$ cat src/rtl/pwm_duty_meter.sv
// pwm_duty_meter: measures high time and period of an incoming PWM line,
// reports a 0..10 duty step through a 4-iteration restoring divider, and
// flags a line that has been stuck high or low for TIMEOUT cycles.
module pwm_duty_meter #(
   parameter int CNT_W   = 16,
   parameter int TIMEOUT = 1000
) (
   input  logic             clk,
   input  logic             rst,
   input  logic             pwm_in,
   output logic [CNT_W-1:0] high_cnt,
   output logic [CNT_W-1:0] period_cnt,
   output logic [3:0]       duty_step,
   output logic             meas_valid,
   output logic             stuck_high,
   output logic             stuck_low
);

   localparam int               DW        = CNT_W + 4;
   localparam logic [CNT_W-1:0] CNT_MAX   = {CNT_W{1'b1}};
   localparam logic [CNT_W-1:0] IDLE_LAST = CNT_W'(TIMEOUT - 1);

   typedef enum logic [1:0] {
      ST_IDLE = 2'd0,
      ST_HIGH = 2'd1,
      ST_LOW  = 2'd2
   } state_t;

   function automatic logic [CNT_W-1:0] sat_inc(input logic [CNT_W-1:0] v);
      if (v == CNT_MAX) begin
         return v;
      end else begin
         return v + CNT_W'(1);
      end
   endfunction

   logic             s1_r, s2_r, s3_r;
   logic             rise_s, fall_s, edge_s;
   logic [CNT_W-1:0] idle_cnt_r;
   logic             timeout_s;
   state_t           state_r, state_next_s;
   logic             capture_s;
   logic [CNT_W-1:0] cnt_r, h_r;
   logic             busy_r;
   logic [1:0]       iter_r;
   logic [DW-1:0]    num_r;
   logic [CNT_W-1:0] den_r;
   logic [3:0]       q_r;
   logic [CNT_W-1:0] hold_h_r, hold_p_r;
   logic [DW-1:0]    shifted_s;
   logic [DW-1:0]    ten_h_s;
   logic             ge_s;
   logic             done_s;
   logic [3:0]       q_final_s;

   assign rise_s    = s2_r & ~s3_r;
   assign fall_s    = ~s2_r & s3_r;
   assign edge_s    = rise_s | fall_s;
   // Fires exactly once per edge-free span, TIMEOUT+1 cycles after the last edge.
   assign timeout_s = (idle_cnt_r == IDLE_LAST) && !edge_s;

   assign ten_h_s   = (DW'(h_r) << 2'd3) + (DW'(h_r) << 1'b1);
   assign shifted_s = DW'(den_r) << iter_r;
   assign ge_s      = (num_r >= shifted_s);
   // Final iteration lands on the same edge as the report, so bit 0 comes straight from the compare.
   assign done_s    = busy_r && (iter_r == 2'd0) && !timeout_s;
   assign q_final_s = q_r | {3'b000, ge_s};

   // Two-stage synchronizer plus one history stage for edge detection.
   always_ff @(posedge clk) begin
      if (rst) begin
         s1_r <= 1'b0;
         s2_r <= 1'b0;
         s3_r <= 1'b0;
      end else begin
         s1_r <= pwm_in;
         s2_r <= s1_r;
         s3_r <= s2_r;
      end
   end

   // Cycles since the last edge of either polarity, saturating.
   always_ff @(posedge clk) begin
      if (rst) begin
         idle_cnt_r <= '0;
      end else if (edge_s) begin
         idle_cnt_r <= '0;
      end else begin
         idle_cnt_r <= sat_inc(idle_cnt_r);
      end
   end

   // Measurement FSM state register.
   always_ff @(posedge clk) begin
      if (rst) begin
         state_r <= ST_IDLE;
      end else begin
         state_r <= state_next_s;
      end
   end

   // Measurement FSM next state and period-capture strobe; timeout forces IDLE.
   always_comb begin
      state_next_s = state_r;
      capture_s    = 1'b0;
      if (timeout_s) begin
         state_next_s = ST_IDLE;
      end else begin
         case (state_r)
            ST_IDLE: begin
               if (rise_s) begin
                  state_next_s = ST_HIGH;
               end else begin
                  state_next_s = ST_IDLE;
               end
            end
            ST_HIGH: begin
               if (fall_s) begin
                  state_next_s = ST_LOW;
               end else begin
                  state_next_s = ST_HIGH;
               end
            end
            ST_LOW: begin
               if (rise_s) begin
                  state_next_s = ST_HIGH;
                  capture_s    = 1'b1;
               end else begin
                  state_next_s = ST_LOW;
               end
            end
            default: begin
               state_next_s = ST_IDLE;
            end
         endcase
      end
   end

   // Period counter and latched high time.
   always_ff @(posedge clk) begin
      if (rst) begin
         cnt_r <= '0;
         h_r   <= '0;
      end else if (timeout_s) begin
         cnt_r <= '0;
      end else begin
         case (state_r)
            ST_IDLE: begin
               if (rise_s) begin
                  cnt_r <= CNT_W'(1);
               end
            end
            ST_HIGH: begin
               cnt_r <= sat_inc(cnt_r);
               if (fall_s) begin
                  h_r <= cnt_r;
               end
            end
            ST_LOW: begin
               if (rise_s) begin
                  cnt_r <= CNT_W'(1);
               end else begin
                  cnt_r <= sat_inc(cnt_r);
               end
            end
            default: begin
               cnt_r <= '0;
            end
         endcase
      end
   end

   // Restoring divider: 10*h / P, quotient bits 3 down to 0; captures while busy are dropped.
   always_ff @(posedge clk) begin
      if (rst) begin
         busy_r   <= 1'b0;
         iter_r   <= 2'd0;
         num_r    <= '0;
         den_r    <= '0;
         q_r      <= 4'd0;
         hold_h_r <= '0;
         hold_p_r <= '0;
      end else if (timeout_s) begin
         busy_r <= 1'b0;
      end else if (busy_r) begin
         if (ge_s) begin
            num_r <= num_r - shifted_s;
         end
         q_r[iter_r] <= ge_s;
         if (iter_r == 2'd0) begin
            busy_r <= 1'b0;
         end else begin
            iter_r <= iter_r - 2'd1;
         end
      end else if (capture_s) begin
         busy_r   <= 1'b1;
         iter_r   <= 2'd3;
         num_r    <= ten_h_s;
         den_r    <= cnt_r;
         q_r      <= 4'd0;
         hold_h_r <= h_r;
         hold_p_r <= cnt_r;
      end
   end

   // Registered outputs: a timeout report overrides a division completing in the same cycle.
   always_ff @(posedge clk) begin
      if (rst) begin
         high_cnt   <= '0;
         period_cnt <= '0;
         duty_step  <= 4'd0;
         meas_valid <= 1'b0;
         stuck_high <= 1'b0;
         stuck_low  <= 1'b0;
      end else if (timeout_s) begin
         high_cnt   <= '0;
         period_cnt <= '0;
         duty_step  <= s2_r ? 4'd10 : 4'd0;
         meas_valid <= 1'b1;
         stuck_high <= s2_r;
         stuck_low  <= ~s2_r;
      end else begin
         meas_valid <= done_s;
         if (done_s) begin
            high_cnt   <= hold_h_r;
            period_cnt <= hold_p_r;
            duty_step  <= q_final_s;
         end
         if (rise_s) begin
            stuck_high <= 1'b0;
            stuck_low  <= 1'b0;
         end
      end
   end

endmodule

$ cat config.mk
export PLATFORM = sky130hd
export DESIGN_NAME = pwm_duty_meter
export DESIGN_NICKNAME = d
export VERILOG_FILES = /design/src/rtl/pwm_duty_meter.sv
export SDC_FILE = /design/constraint.sdc
export NUM_CORES = 1
export LEC_CHECK = 0
export ABC_AREA = 1
export BUFFER_PORTS_ARGS = -buffer_cell sky130_fd_sc_hd__buf_4
export CORE_UTILIZATION = 60
export DETAILED_ROUTE_END_ITERATION = 8
export PLACE_DENSITY_LB_ADDON = 0.3
export SLEW_MARGIN = 20
export SYNTH_ARGS = -nofsm -noshare
export SYNTH_HDL_FRONTEND = slang
export SYNTH_SLANG_ARGS = --single-unit
export TNS_END_PERCENT = 100
$ cat constraint.sdc
create_clock -name clk -period 3.1 [get_ports clk]
set_input_delay 0.31 -clock clk [delete_from_list [all_inputs] [get_ports clk]]
set_output_delay 0.31 -clock clk [all_outputs]
set_load 0.02 [all_outputs]
==> impl_metrics.toml, run 1 <==
[timing]
fin_crit_sh = 0.898
maxSlewHeadroom = 0.416
min_period_ns = 2.78
max_freq_ghz = 0.359
maxSlewViolCount = 0
skew_ns = 0.00830
rsz0062_at_grt = "false"
setup_viol = 0
hold_viol = 0
tns_ns = 0
worst_pin_slew_ns = 0.875

[synth]
yosysTopAreaCellShare = 0.341
ys_types = 43
synth_nets = 1399
synthArstFlopShare = 0
synth_top_area_cell = "dfxtp_1"
synth_area_per_cell_um2 = 6.55
syn-instance-count = 1353
synth_edf_count = 0
yosysSeqAreaShare = 0.341
synth_seq_cells = 151
yosys_most_used_dff = "dfxtp_1"
yosys_warnings = 0
netlist_area_um2 = 8860
ys_top_cells_by_count = "nand2_1, inv_1, nor2_1"
ys_top_cells_by_area = "dfxtp_1, nand2_1, a21oi_1"
yosysMostFrequentCell = "nand2_1"

[floorplan]
rows = 44
dieArea_um2 = 15300
boundaryPins = 42
die_y_um = 124
die_w_um = 124
start_util = 0.612
core-area_um2 = 14500

[cts]
cts-root-buf = "clkbuf_16"
cts.sinks = 151
cts_tree = "built"
numCtsBuffers = 17
h-tree-depth = 4
postCtsSetupRepairBufs = 0
clock_path_buffers = 2
clk_pin_slew_ns = 0.07
clk-insertion-delay-late_ns = 0.43

[global_route]
grt_first_pass_wirelength_um = 38100
grt_max_degree = 70
grt_pass1_vias = 7731
grt_use_met3 = 0.0641
grt_use_total = 0.326
use_met1 = 0.438
use_met2 = 0.519
antenna_found_initial = 0
gr-total-overflow = 0
grt-busiest-layer = "met2"

[critical_path]
worstPathCellList = "inv_2 > mux2i_1 > ha_1 > nand2_1 > nor2_2 > nand3_1 > nor2_1 > nor2_1 > nand3_2 > nand2_4 > nand2_1 > nand2_1 > nor2_1"
critPathArrivalTime_ns = 3.10
reg2reg_depth = 13
cp_slowest_cell = "mux2i_1"
rr_startpoint = "iter_r[1]$_SDFFE_PP0P_"
worst-path-buf-inv = 1
max_stage_delay_ns = 0.41
reg2reg_to = "num_r[16]$_SDFFE_PP0P_"
r2r_slack_ns = 0.32
critPathLaunchType = "flip-flop"
worstSetupEndpointType = "flip-flop"
crit_type = "flip-flop to flip-flop"
worst_path_dominant_cell_family = "simple AND/OR/NAND/NOR gates"
required_ns = 3.42
cp_max_fo = 23

[cells_and_area]
multiInputGateArea_um2 = 4970
fillers = 1291
register_area_um2 = 3020
nets = 1417
area_growth_pct = 11.4
n_antenna_cell = 0
fin_area_um2 = 9880
drive_gt1_frac = 0.0853

[worst_hold_path]
hold_end = "s1_r$_SDFF_PP0_"
hold_path_depth = 3
hold_class = "primary input to flip-flop"
hold_start = "pwm_in"

[drt]
ant_nets = 0
drtPass1Iterations = 5
drt_iter0_markers = 712
drc = 0
viasPerCell = 5.56
wl_per_cell_um = 15.5
detailroute.via_count = 8719
wl_um = 24200

[place]
io_buffers = 41
place_area_um2 = 9230
place_congestion = 0.990
dp_hpwl_um = 17800

[outcome]
status = "complete, no violations"

[power]
p_per_area_nw_per_um2 = 439
vdd_drop_max_mv = 0.444
power_leakage_uw = 0.00467

[flow_run]
max_cap_viol_count = 0
## final cells by class
type                    count  share of cell area
clock buffers              20              0.0452
clock inverters            12              0.0191
inverters                 173              0.0659
multi-input cells         981               0.503
flip-flops and latches    151               0.306
well taps                 184              0.0233
repair buffers             47              0.0370
## worst max path at each step
stage                      startpoint                endpoint  slack, ns  cells after the start
4_1_cts        iter_r[0]$_SDFFE_PP0P_  num_r[16]$_SDFFE_PP0P_       0.05                     16
3_3_place_gp   iter_r[0]$_SDFFE_PP0P_   num_r[9]$_SDFFE_PP0P_       0.15                     16
6_report       iter_r[1]$_SDFFE_PP0P_  num_r[16]$_SDFFE_PP0P_       0.32                     13
5_1_grt        iter_r[1]$_SDFFE_PP0P_  num_r[18]$_SDFFE_PP0P_       0.08                     15
3_5_place_dp   iter_r[0]$_SDFFE_PP0P_  num_r[16]$_SDFFE_PP0P_       0.07                     16
2_1_floorplan  iter_r[1]$_SDFFE_PP0P_   num_r[8]$_SDFFE_PP0P_       0.45                     18
## logic make-up after synthesis
kind of cell | Yosys count | share of synthesized area
compound gates | 282 | 0.165
xor+xnor | 13 | 0.0128
fa+ha+maj | 43 | 0.0624
buf+inv | 221 | 0.0989
flops | 151 | 0.341
mux | 11 | 0.0124
simple gates | 632 | 0.308
## worst min-delay path, cell delays in order
cell and delay, ns:
buf_4 0.08, inv_1 0.03, nor2_1 0.06
## power breakdown
group	switching [uW]	internal, uW
clock network	855	1380
registers	9.34	1950
logic	101	40.8
## cells in the final DEF, fill, tap and decap left out, types with 4 or more instances in the layout
master	netlist	layout
a21oi_1	124	124
a31oi_1	6	6
buf_4	2	46
bufinv_16	0	4
clkbuf_16	0	17
dfxtp_1	151	150
ha_1	41	41
inv_1	165	165
inv_2	7	7
inv_6	0	4
mux2i_1	11	11
nand2_1	319	319
nand2_2	6	5
nand2_4	3	4
nand3_1	83	83
nand3b_1	7	7
nand4_1	12	12
nor2_1	160	160
nor2_2	5	5
nor3_1	15	15
nor3_2	5	5
o211ai_1	7	7
o21ai_0	103	102
o21ai_1	33	34
or2_2	5	5
xnor2_1	4	4
xor2_1	9	9
## metal layers
metal / part of all wire / up-vias / wire length (um)
li1: - / 4425 / -
met1: 0.45 / 3953 / 10900
met2: 0.46 / 305 / 11000
met3: 0.071 / 36 / 1710
met4: 0.023 / 0 / 553
met5: 0 / - / 0
## registers in the layout, indices dropped and copies added, names as in the netlist, 2 cells and up
signal,count
num_r,20
cnt_r,16
h_r,16
high_cnt,16
hold_h_r,16
hold_p_r,16
idle_cnt_r,16
period_cnt,16
duty_step,4
q_r,4
iter_r,2
state_r,2
## metrics by stage
stage          std cells  setup slack (ns)   util  power, uW  hold WS (ns)
6_report            1568             0.317  0.682       4340        0.0867
5_1_grt             1568            0.0848  0.682       4460        0.0915
4_1_cts             1568            0.0468  0.682       4350        0.0820
3_5_place_dp        1536            0.0739  0.638       2140         0.398
3_3_place_gp        1536             0.146  0.638       2140         0.389
2_1_floorplan       1353             0.447      -       2100         0.388
## timing repair
item	4_1_cts	5_1_grt
hold buffers	0	0
endpoints found under the setup margin	0	19
gates resized for setup	0	3
No activity file was read; power rests on OpenSTA's default activity.
==> inputs of run 2 (changes only) <==
- CORE_MARGIN: default -> 3
==> impl_metrics.toml, run 2 (synthesized netlist as in run 1, its figures left out) <==
[cts]
cts.sinks = 151
clk_pin_slew_ns = 0.07
numCtsBuffers = 17
clock_path_buffers = 2
h-tree-depth = 4
cts_tree = "built"
cts-root-buf = "clkbuf_16"
postCtsSetupRepairBufs = 0
clk-insertion-delay-late_ns = 0.42

[flow_run]
max_cap_viol_count = 0

[drt]
ant_nets = 0
drc = 0
wl_um = 24000
wl_per_cell_um = 15.3
drt_iter0_markers = 991
drtPass1Iterations = 6
detailroute.via_count = 8806
viasPerCell = 5.62

[critical_path]
worstSetupEndpointType = "flip-flop"
required_ns = 3.46
reg2reg_to = "num_r[4]$_SDFFE_PP0P_"
critPathLaunchType = "flip-flop"
reg2reg_depth = 16
crit_top_cell = "nand2_1"
crit_type = "flip-flop to flip-flop"
r2r_slack_ns = 0.31
rr_startpoint = "iter_r[1]$_SDFFE_PP0P_"
max_stage_delay_ns = 0.40
critPathArrivalTime_ns = 3.15
cp_max_fo = 19
cp_slowest_cell = "dfxtp_1"
worstPathCellList = "inv_2 > mux2i_1 > ha_1 > nand2_1 > inv_1 > nand2_1 > nand2_1 > nand2_1 > nand2_1 > nor2_1 > nand2_2 > nand2_1 > nand2_4 > nand2_1 > nand2_1 > nor2_1"

[timing]
hold_viol = 0
worst_pin_slew_ns = 0.852
maxSlewViolCount = 0
max_freq_ghz = 0.359
min_period_ns = 2.79
rsz0062_at_grt = "false"
setup_viol = 0
fin_crit_sh = 0.899
skew_ns = 0.00891
tns_ns = 0
maxSlewHeadroom = 0.431

[floorplan]
dieArea_um2 = 16300
rows = 43
start_util = 0.626
core-area_um2 = 14100
die_w_um = 128
boundaryPins = 42
die_y_um = 128

[power]
p_per_area_nw_per_um2 = 440
total_power_uw = 4340
power_leakage_uw = 0.00468
vdd_drop_max_mv = 0.502

[cells_and_area]
largest_reg_flops = 20
mostFrequentLayoutCell = "nand2_1"
nets = 1419
drive_gt1_frac = 0.0873
n_antenna_cell = 0
area_growth_pct = 11.3
top_register = "num_r"
final_cell_mix = "nand2_1, inv_1, nor2_1"
multiInputGateArea_um2 = 4970
fillers = 1224
register_area_um2 = 3020
utilization = 0.697
fin_area_um2 = 9870
final_cells = 1566

[worst_hold_path]
hold_start = "pwm_in"
hold_path_depth = 3
hold_end = "s1_r$_SDFF_PP0_"
hold_class = "primary input to flip-flop"

[global_route]
antenna_found_initial = 0
grt_use_total = 0.293
grt_first_pass_wirelength_um = 38600
grt_pass1_vias = 7943
grt_max_degree = 70
gr-total-overflow = 0

[place]
place_congestion = 0.959
placed_cells = 1534
io_buffers = 41
dp_hpwl_um = 17700
place_area_um2 = 9230

[outcome]
status = "complete, no violations"
-- run 2: cell types whose count changed in the layout (fill, tap and decap cells not counted) --
cell       previous run  this run
inv_8                 0         4
buf_4                46        49
clkbuf_1              2         0
buf_12                1         0
bufinv_16             4         3
clkbuf_8              1         0
clkinv_4              3         2
dfxtp_1             150       151
dfxtp_2               1         0
inv_6                 4         5
-- run 2: how the worst max path moves through the flow --
| stage | from | endpoint | slack [ns] | cells past startpoint |
|---|---|---|---|---|
| 2_1_floorplan | iter_r[1]$_SDFFE_PP0P_ | num_r[8]$_SDFFE_PP0P_ | 0.45 | 18 |
| 3_3_place_gp | iter_r[1]$_SDFFE_PP0P_ | num_r[14]$_SDFFE_PP0P_ | 0.19 | 13 |
| 3_5_place_dp | iter_r[1]$_SDFFE_PP0P_ | num_r[18]$_SDFFE_PP0P_ | 0.16 | 13 |
| 4_1_cts | iter_r[1]$_SDFFE_PP0P_ | num_r[18]$_SDFFE_PP0P_ | 0.15 | 13 |
| 5_1_grt | iter_r[0]$_SDFFE_PP0P_ | num_r[5]$_SDFFE_PP0P_ | 0.06 | 16 |
| 6_report | iter_r[1]$_SDFFE_PP0P_ | num_r[4]$_SDFFE_PP0P_ | 0.31 | 16 |
-- run 2: cell type report --
class,count,share of cell area
multi-input combinational,981,0.504
sequential,151,0.306
inverter,173,0.0659
clock buffer,17,0.0431
timing repair buffer,49,0.0373
tap,180,0.0228
clock inverter,15,0.0207
-- run 2: per-stage QoR --
step,setup slack [ns],hold slack (ns)
detailed placement,0.161,0.403
floorplan,0.447,0.388
global route,0.0627,0.108
global placement,0.189,0.394
finish,0.313,0.0883
CTS,0.148,0.0858
-- run 2: layer usage --
| layer | track usage | share of wire | wire [um] | vias up |
|---|---|---|---|---|
| met5 | 0 | 0 | 0 | - |
| met4 | 0.0826 | 0.019 | 454 | 0 |
| met3 | 0.0589 | 0.068 | 1630 | 40 |
| met2 | 0.466 | 0.46 | 11000 | 338 |
| met1 | 0.406 | 0.46 | 10900 | 3985 |
| li1 | - | - | - | 4443 |
-- run 2: worst max-delay path: cells and delay by family (launching register included) --
family | cells | cell delay, ns
AND/OR/NAND/NOR | 12 | 1.18
buffers and inverters | 2 | 0.41
flip-flops | 1 | 0.40
multiplexers | 1 | 0.39
adder cells (fa/ha/maj) | 1 | 0.35
-- run 2: power by group --
group,internal (uW),switching [uW],leakage [uW]
logic,40.8,101,0.00315
clock network,1300,931,0.000307
registers,1950,10.5,0.00122
total,3290,1040,0.00468
-- run 2: timing repair --
item                       CTS  global route
hold buffers                 0             0
gates resized for setup      0             2
setup endpoints to repair    0            20
